--- src/rtl/clock_source_programmable.sv ---
// Multi-channel programmable clock generator.
// Each channel produces a registered square wave from one reference clock.
// High time, low time, initial level and enable are reprogrammed at run time
// through a valid/ready config port. A new setting is applied only where the
// output would go LOW->HIGH (or on the first edge when the channel is
// disabled), so no output ever shows a runt pulse.
//
// Config handshake: a transfer happens on a rising edge when cfgValid and
// cfgReady are both high. cfgReady is combinational: it is low only while the
// addressed channel already holds an unapplied config. Requests to a channel
// index >= NUM_CHANNELS see cfgReady high and are dropped.
module clock_source_programmable #(
    parameter int NUM_CHANNELS = 4,
    parameter int COUNT_WIDTH  = 16,
    parameter int DEFAULT_HIGH = 1,
    parameter int DEFAULT_LOW  = 1,
    parameter bit DEFAULT_INIT = 1'b0,
    localparam int CH_W = (NUM_CHANNELS > 1) ? $clog2(NUM_CHANNELS) : 1
) (
    input  logic                    clock,
    input  logic                    resetN,
    input  logic                    cfgValid,
    output logic                    cfgReady,
    input  logic [CH_W-1:0]         cfgChannel,
    input  logic [COUNT_WIDTH-1:0]  cfgHigh,
    input  logic [COUNT_WIDTH-1:0]  cfgLow,
    input  logic                    cfgInit,
    input  logic                    cfgEnable,
    output logic [NUM_CHANNELS-1:0] clockOut,
    output logic [NUM_CHANNELS-1:0] risePulse,
    output logic [NUM_CHANNELS-1:0] pending
);

    typedef enum logic {
        PH_LOW  = 1'b0,
        PH_HIGH = 1'b1
    } phase_t;

    localparam int SEL_N   = 2 ** CH_W;
    localparam int DEF_LEN = DEFAULT_INIT ? DEFAULT_HIGH : DEFAULT_LOW;
    localparam logic [COUNT_WIDTH-1:0] DEF_HIGH = COUNT_WIDTH'(DEFAULT_HIGH);
    localparam logic [COUNT_WIDTH-1:0] DEF_LOW  = COUNT_WIDTH'(DEFAULT_LOW);
    localparam logic [COUNT_WIDTH-1:0] DEF_CNT  =
        COUNT_WIDTH'((DEF_LEN > 1) ? DEF_LEN - 1 : 0);

    // Counter reload for a phase of length len; a zero length counts as 1.
    function automatic logic [COUNT_WIDTH-1:0] len_m1(input logic [COUNT_WIDTH-1:0] len);
        return (len == '0) ? '0 : len - COUNT_WIDTH'(1);
    endfunction

    logic [SEL_N-1:0] ready_vec;

    // Ready per addressable index; indices past the last channel always accept.
    always_comb begin
        ready_vec = '1;
        ready_vec[NUM_CHANNELS-1:0] = ~pending;
    end

    assign cfgReady = ready_vec[cfgChannel];

    for (genvar i = 0; i < NUM_CHANNELS; i++) begin : g_ch
        logic [COUNT_WIDTH-1:0] act_high;
        logic [COUNT_WIDTH-1:0] act_low;
        logic                   act_en;
        logic [COUNT_WIDTH-1:0] pend_high;
        logic [COUNT_WIDTH-1:0] pend_low;
        logic                   pend_init;
        logic                   pend_en;
        logic                   pend_flag;
        logic [COUNT_WIDTH-1:0] cnt;
        logic                   rise_q;
        phase_t                 phase;
        logic                   accept;
        logic                   at_rise_edge;
        logic                   apply;

        // The active init level is not stored separately: on a disabled
        // channel it is simply the held phase.
        assign accept       = cfgValid && (cfgChannel == CH_W'(i)) && !pend_flag;
        assign at_rise_edge = act_en && (cnt == '0) && (phase == PH_LOW);
        assign apply        = pend_flag && (!act_en || at_rise_edge);

        // Per-channel phase machine, counter, config registers and rise strobe.
        always_ff @(posedge clock or negedge resetN) begin
            if (!resetN) begin
                act_high  <= DEF_HIGH;
                act_low   <= DEF_LOW;
                act_en    <= 1'b1;
                pend_high <= '0;
                pend_low  <= '0;
                pend_init <= 1'b0;
                pend_en   <= 1'b0;
                pend_flag <= 1'b0;
                cnt       <= DEF_CNT;
                phase     <= DEFAULT_INIT ? PH_HIGH : PH_LOW;
                rise_q    <= 1'b0;
            end else begin
                rise_q <= 1'b0;
                if (accept) begin
                    pend_high <= cfgHigh;
                    pend_low  <= cfgLow;
                    pend_init <= cfgInit;
                    pend_en   <= cfgEnable;
                    pend_flag <= 1'b1;
                end
                if (apply) begin
                    act_high  <= pend_high;
                    act_low   <= pend_low;
                    act_en    <= pend_en;
                    pend_flag <= 1'b0;
                    phase     <= pend_init ? PH_HIGH : PH_LOW;
                    rise_q    <= (phase == PH_LOW) && pend_init;
                    if (pend_en) begin
                        cnt <= pend_init ? len_m1(pend_high) : len_m1(pend_low);
                    end else begin
                        cnt <= '0;
                    end
                end else if (act_en) begin
                    if (cnt != '0) begin
                        cnt <= cnt - COUNT_WIDTH'(1);
                    end else if (phase == PH_LOW) begin
                        phase  <= PH_HIGH;
                        cnt    <= len_m1(act_high);
                        rise_q <= 1'b1;
                    end else begin
                        phase <= PH_LOW;
                        cnt   <= len_m1(act_low);
                    end
                end
            end
        end

        assign clockOut[i]  = (phase == PH_HIGH);
        assign risePulse[i] = rise_q;
        assign pending[i]   = pend_flag;
    end

endmodule

--- config.mk ---
export PLATFORM = sky130hd
export DESIGN_NAME = clock_source_programmable
export DESIGN_NICKNAME = d
export VERILOG_FILES = /design/src/rtl/clock_source_programmable.sv
export SDC_FILE = /design/constraint.sdc
export NUM_CORES = 1
export LEC_CHECK = 0
export ABC_AREA = 1
export BUFFER_PORTS_ARGS = -buffer_cell sky130_fd_sc_hd__buf_2
export CAP_MARGIN = 20
export CORE_MARGIN = 3
export CORE_UTILIZATION = 30
export CTS_BUF_LIST = sky130_fd_sc_hd__clkbuf_8
export DETAILED_ROUTE_END_ITERATION = 10
export PLACE_DENSITY = 0.51
export SLEW_MARGIN = 20
export SYNTH_ARGS = -nofsm -noshare
export SYNTH_HDL_FRONTEND = slang
export SYNTH_SLANG_ARGS = --single-unit
--- constraint.sdc ---
create_clock -name clock -period 3.3 [get_ports clock]
set_input_delay 0.99 -clock clock [delete_from_list [all_inputs] [get_ports clock]]
set_output_delay 0.99 -clock clock [all_outputs]
set_load 0.01 [all_outputs]
Word-level counts from Yosys, hierarchy flattened
Cells that the tools add are included.

Register bits: 344. Bits of input ports: 39. Output and inout bits: 13. Word-level logic and storage cells: 232.

Bitwise logic cells: 5. $lt $le $gt $ge: 1. Eq/ne operators: 7. Multiplexer cells: 82. Add/sub/neg operators: 20. Reduce and logical (&&, ||, !) cells: 73.

Operator list (number): $mux W16 (40); $logic_not A16 Y1 (20); $sub A16 B1 Y16 const B (20); $reduce_bool A16 Y1 (4); $mux W1 (41); $logic_and A1 B1 Y1 (24); $reduce_bool A2 Y1 (8); $logic_not A1 Y1 (8); $ne A2 B2 Y1 const B (4); $reduce_and A2 Y1 (4); $eq A2 B2 Y1 const B (2); $logic_or A1 B1 Y1 (4); $not A1 Y1 (4); $not A4 Y4 (1); $lt A2 B3 Y1 const B (1); $bmux W1 S2 (1); $eq A2 B1 Y1 const B (1); $logic_not A2 Y1 (1).

Depth between registers and ports, before layout
Depth in word-level cells: 7. Gate-level depth with buffers: 14. Mapped depth without buffers: 14.

Least setup slack after synthesis
Ideal clock, no wire load.

Kind: input-to-output. Start point: input cfgChannel[0]. End point: output cfgReady. Setup slack: 0.897 ns. Data required time: 2.310 ns. Stages on the path: 3. Path buffers: 0. Arrival time: 1.413 ns. Path through: nor2_1 a21oi_1 o21ai_0.

Word-level cells in the longest chain between the ends: 2.

Ends and longest elaborated chain: start: declaration (line 24) `input logic [CH_W-1:0] cfgChannel,`; $bmux W1 S2 (line 59) `assign cfgReady = ready_vec[cfgChannel];`; $mux W1 (implied by the code) (line 59); end: declaration (line 23) `output logic cfgReady,`.

No other way between the ends. The select of a mux whose other input is x is not followed.

Final worst setup path
Start point: register g_ch[3].pend_flag. End point: output cfgReady.

Word-level cells in the longest chain between the ends: 3.

Ends and longest elaborated chain: start: declaration (line 69) `logic pend_flag;`; start signal: assignment (line 93) `pend_flag <= 1'b0;`; start signal: assignment (line 104) `pend_flag <= 1'b1;`; start signal: assignment (line 110) `pend_flag <= 1'b0;`; $not A4 Y4 (line 56) `ready_vec[NUM_CHANNELS-1:0] = ~pending;`; $bmux W1 S2 (line 59); $mux W1 (implied by the code) (line 59).

No other way between the ends. The select of a mux whose other input is x is not followed.

==> results.ini <==
[run_status]
status=finished, final reports clean

[synthesis]
synthDistinctLibCells=49
synthTopCellsByCount=1,174 x nand2_1, 462 x nor2_1, 370 x inv_1
syn_area_per_cell_sq_um=6.59
yosys_register_bits=344
synth_most_common_cell=nand2_1
synth_area_leader_cell=dfrtp_1
synth.net_count=3626
synthCells=3563
synth-seq-area-share_pct=36.7
synth-edff-count=0
synthFlopType=dfrtp_1
syn_area_sq_um=23500
synth_top_area_share_pct=35.4
yosysWarnings=0
async_reset_ff_share_pct=100
synth.area.top_cells=dfrtp_1 35%, nand2_1 19%, nor2_1 7.4%

[drt]
drc=0
drt-total-wl_um=78400
drtIter0Drc=1743
antenna_left=0
drt_pass1_iterations=6
avgRoutedWirePerCell_um=16.7
vias=22420
vias_per_cell=4.78

[clock_network]
cts_tree=built
clkTransAtPathRegs_ns=0.06
htreeDepth=3
clock_path_buffers=3
post-cts-setup-buffers=0
insertion_delay_ns=0.66
ctsResizeCount=0
cts_hold_buf=0
cts_buffers=70
clockRootBuffer=clkbuf_8
cts.sink_count=344

[timing]
fin_crit_ns=2.83
maxSlewHeadroom_pct=51.9
final-setup-viol-count=0
fin_setup_tns_ns=0
finClkSkew_ns=0.0260
worstMarginPinSlew_ns=0.720
finalHoldViolCount=0
finalMaxSlewViolations=0
period_share_pct=85.8
rsz0062_at_grt=false
clock.fmax_mhz=353

[grt]
grt_pass1_wl_um=123000
track_usage_pct=19.1
antenna_found_initial=9
grt_max_degree=76
grt_pass1_vias=21344
gr-total-overflow=0

[pwr]
switchingPower_w=0.0133
power_frac_seq_pct=32.5
p_per_area_nw_per_um2=1020
leakagePower_nw=12.9
power.internal_w=0.0134
switching_share_pct=49.8
clkPwrFrac_pct=18.5
ir_drop_mv=0.258
power_frac_comb_pct=49.0

[cells_and_area]
nets=3664
syn_to_final_growth_pct=12.1
layoutNonFillerInstCount=4692
fillers=8477
final_area_sq_um=26300
drive_gt1_share_pct=8.56

[job]
drv_cap=0

[critical_path]
timing.rr.start=g_ch[0].pend_high[0]$_DFFE_PN0P_
cp.required_ns=2.31
cp_max_fo=4
startpoint_type=register
regToRegSetupSlack_ns=1.00
timing.rr.end=g_ch[0].cnt[9]$_DFFE_PN0P_
cp.arrival_ns=1.84
reg2regPathDepth=11
critical_path_class=register to output port
crit_path_end_kind=output port

[placement]
portBuffers=51
placed_area_sq_um=24700
globalplace.congestion=0.889
post-place-cells=4558
post-dp-hpwl_um=59300

[min_path]
hold_class=input pin to asynchronous set/reset pin

[floorplan]
io_pins=52
rows=101
die_w_um=286
start_util_pct=30.6
die_h_um=286
core_area_sq_um=76700
die-area_sq_um=81700

cell type report:
type | count | area, sq um | share of cell area, %
clock inverter | 33 | 230 | 0.875
inverter | 400 | 1500 | 5.72
clock buffer | 96 | 1320 | 5.02
multi-input combinational | 2706 | 12800 | 48.6
timing repair buffer | 79 | 551 | 2.09
antenna | 4 | 10.0 | 0.0380
sequential | 344 | 8620 | 32.8
tap | 1030 | 1290 | 4.90
worst max-delay path, stage by stage (launching register included):
cell and delay (ns):
dfrtp_1 0.45, inv_1 0.26, nand3_1 0.10, inv_1 0.10, a21oi_1 0.04, o21ai_0 0.09, buf_2 0.15
placed cells by master, fill, tap and decap left out, drive strengths merged, types with 2 or more instances in the layout:
cell type,instances
diode,4
dfrtp,332
nand4,45
nand3b,9
o31ai,4
a31oi,24
clkbuf,96
bufinv,3
xnor2,37
nand3,302
ha,24
clkinv,16
o211ai,5
a21oi,69
inv,412
a21o,2
o21bai,3
nor2,505
xor2,131
nor3,13
nand2,1186
buf,79
and2,2
or2,3
o21ai,336
dfstp,12
clkinvlp,2
worst max-delay path by stage:
stage,startpoint,end,slack (ns),depth (start not counted)
4_1_cts,g_ch[3].pend_flag$_DFFE_PN0P_,cfgReady,0.39,6
2_1_floorplan,cfgChannel[0],cfgReady,0.90,3
3_5_place_dp,cfgChannel[1],cfgReady,0.67,6
5_1_grt,g_ch[3].pend_flag$_DFFE_PN0P_,cfgReady,0.32,6
3_3_place_gp,cfgChannel[1],cfgReady,0.63,6
6_report,g_ch[3].pend_flag$_DFFE_PN0P_,cfgReady,0.47,6
metal layers:
layer	wire, um	GRT usage (%)	up-vias	part of all wire (%)
li1	-	-	11324	-
met1	38000	27.4	10480	48
met2	34100	29.5	520	43
met3	4670	3.35	96	6.0
met4	1660	5.18	0	2.1
met5	0	0	-	0
power by group through the flow:
stage          clock [W]  combinational [W]  sequential [W]
3_5_place_dp           0             0.0130         0.00874
3_3_place_gp           0             0.0129         0.00877
5_1_grt          0.00529             0.0151         0.00903
2_1_floorplan          0             0.0101         0.00775
6_report         0.00494             0.0131         0.00870
4_1_cts          0.00509             0.0131         0.00871
metrics by stage:
| step | power, W | setup WS, ns | util, % | hold WS, ns |
|---|---|---|---|---|
| floorplan | 0.0179 | 0.897 | - | 0.449 |
| global placement | 0.0217 | 0.632 | 32.2 | 0.467 |
| detailed placement | 0.0217 | 0.672 | 32.2 | 0.476 |
| CTS | 0.0269 | 0.389 | 34.3 | 0.295 |
| global route | 0.0294 | 0.321 | 34.3 | 0.340 |
| finish | 0.0268 | 0.469 | 34.3 | 0.322 |
kinds of logic (layout without fill, tap and decap cells):
group                      Yosys count  in the layout  synth area share [%]
adders and majority gates           24             24                  1.28
and+or+nand+nor                   2068           2068                  36.9
xor gates and xnor gates           168            168                  6.27
other                                0              4                     0
buffers and inverters              513            608                  8.89
DFF                                344            344                  36.7
AOI/OAI and AO/OA                  446            446                  9.93
state kept, by name, indices dropped and copies added (netlist names):
register        cells
g_ch.act_en         4
g_ch.act_high      64
g_ch.act_low       64
g_ch.cnt           64
g_ch.pend_en        4
g_ch.pend_flag      4
g_ch.pend_high     64
g_ch.pend_init      4
g_ch.pend_low      64
g_ch.phase          4
g_ch.rise_q         4
No activity file was read; power rests on OpenSTA's default activity.
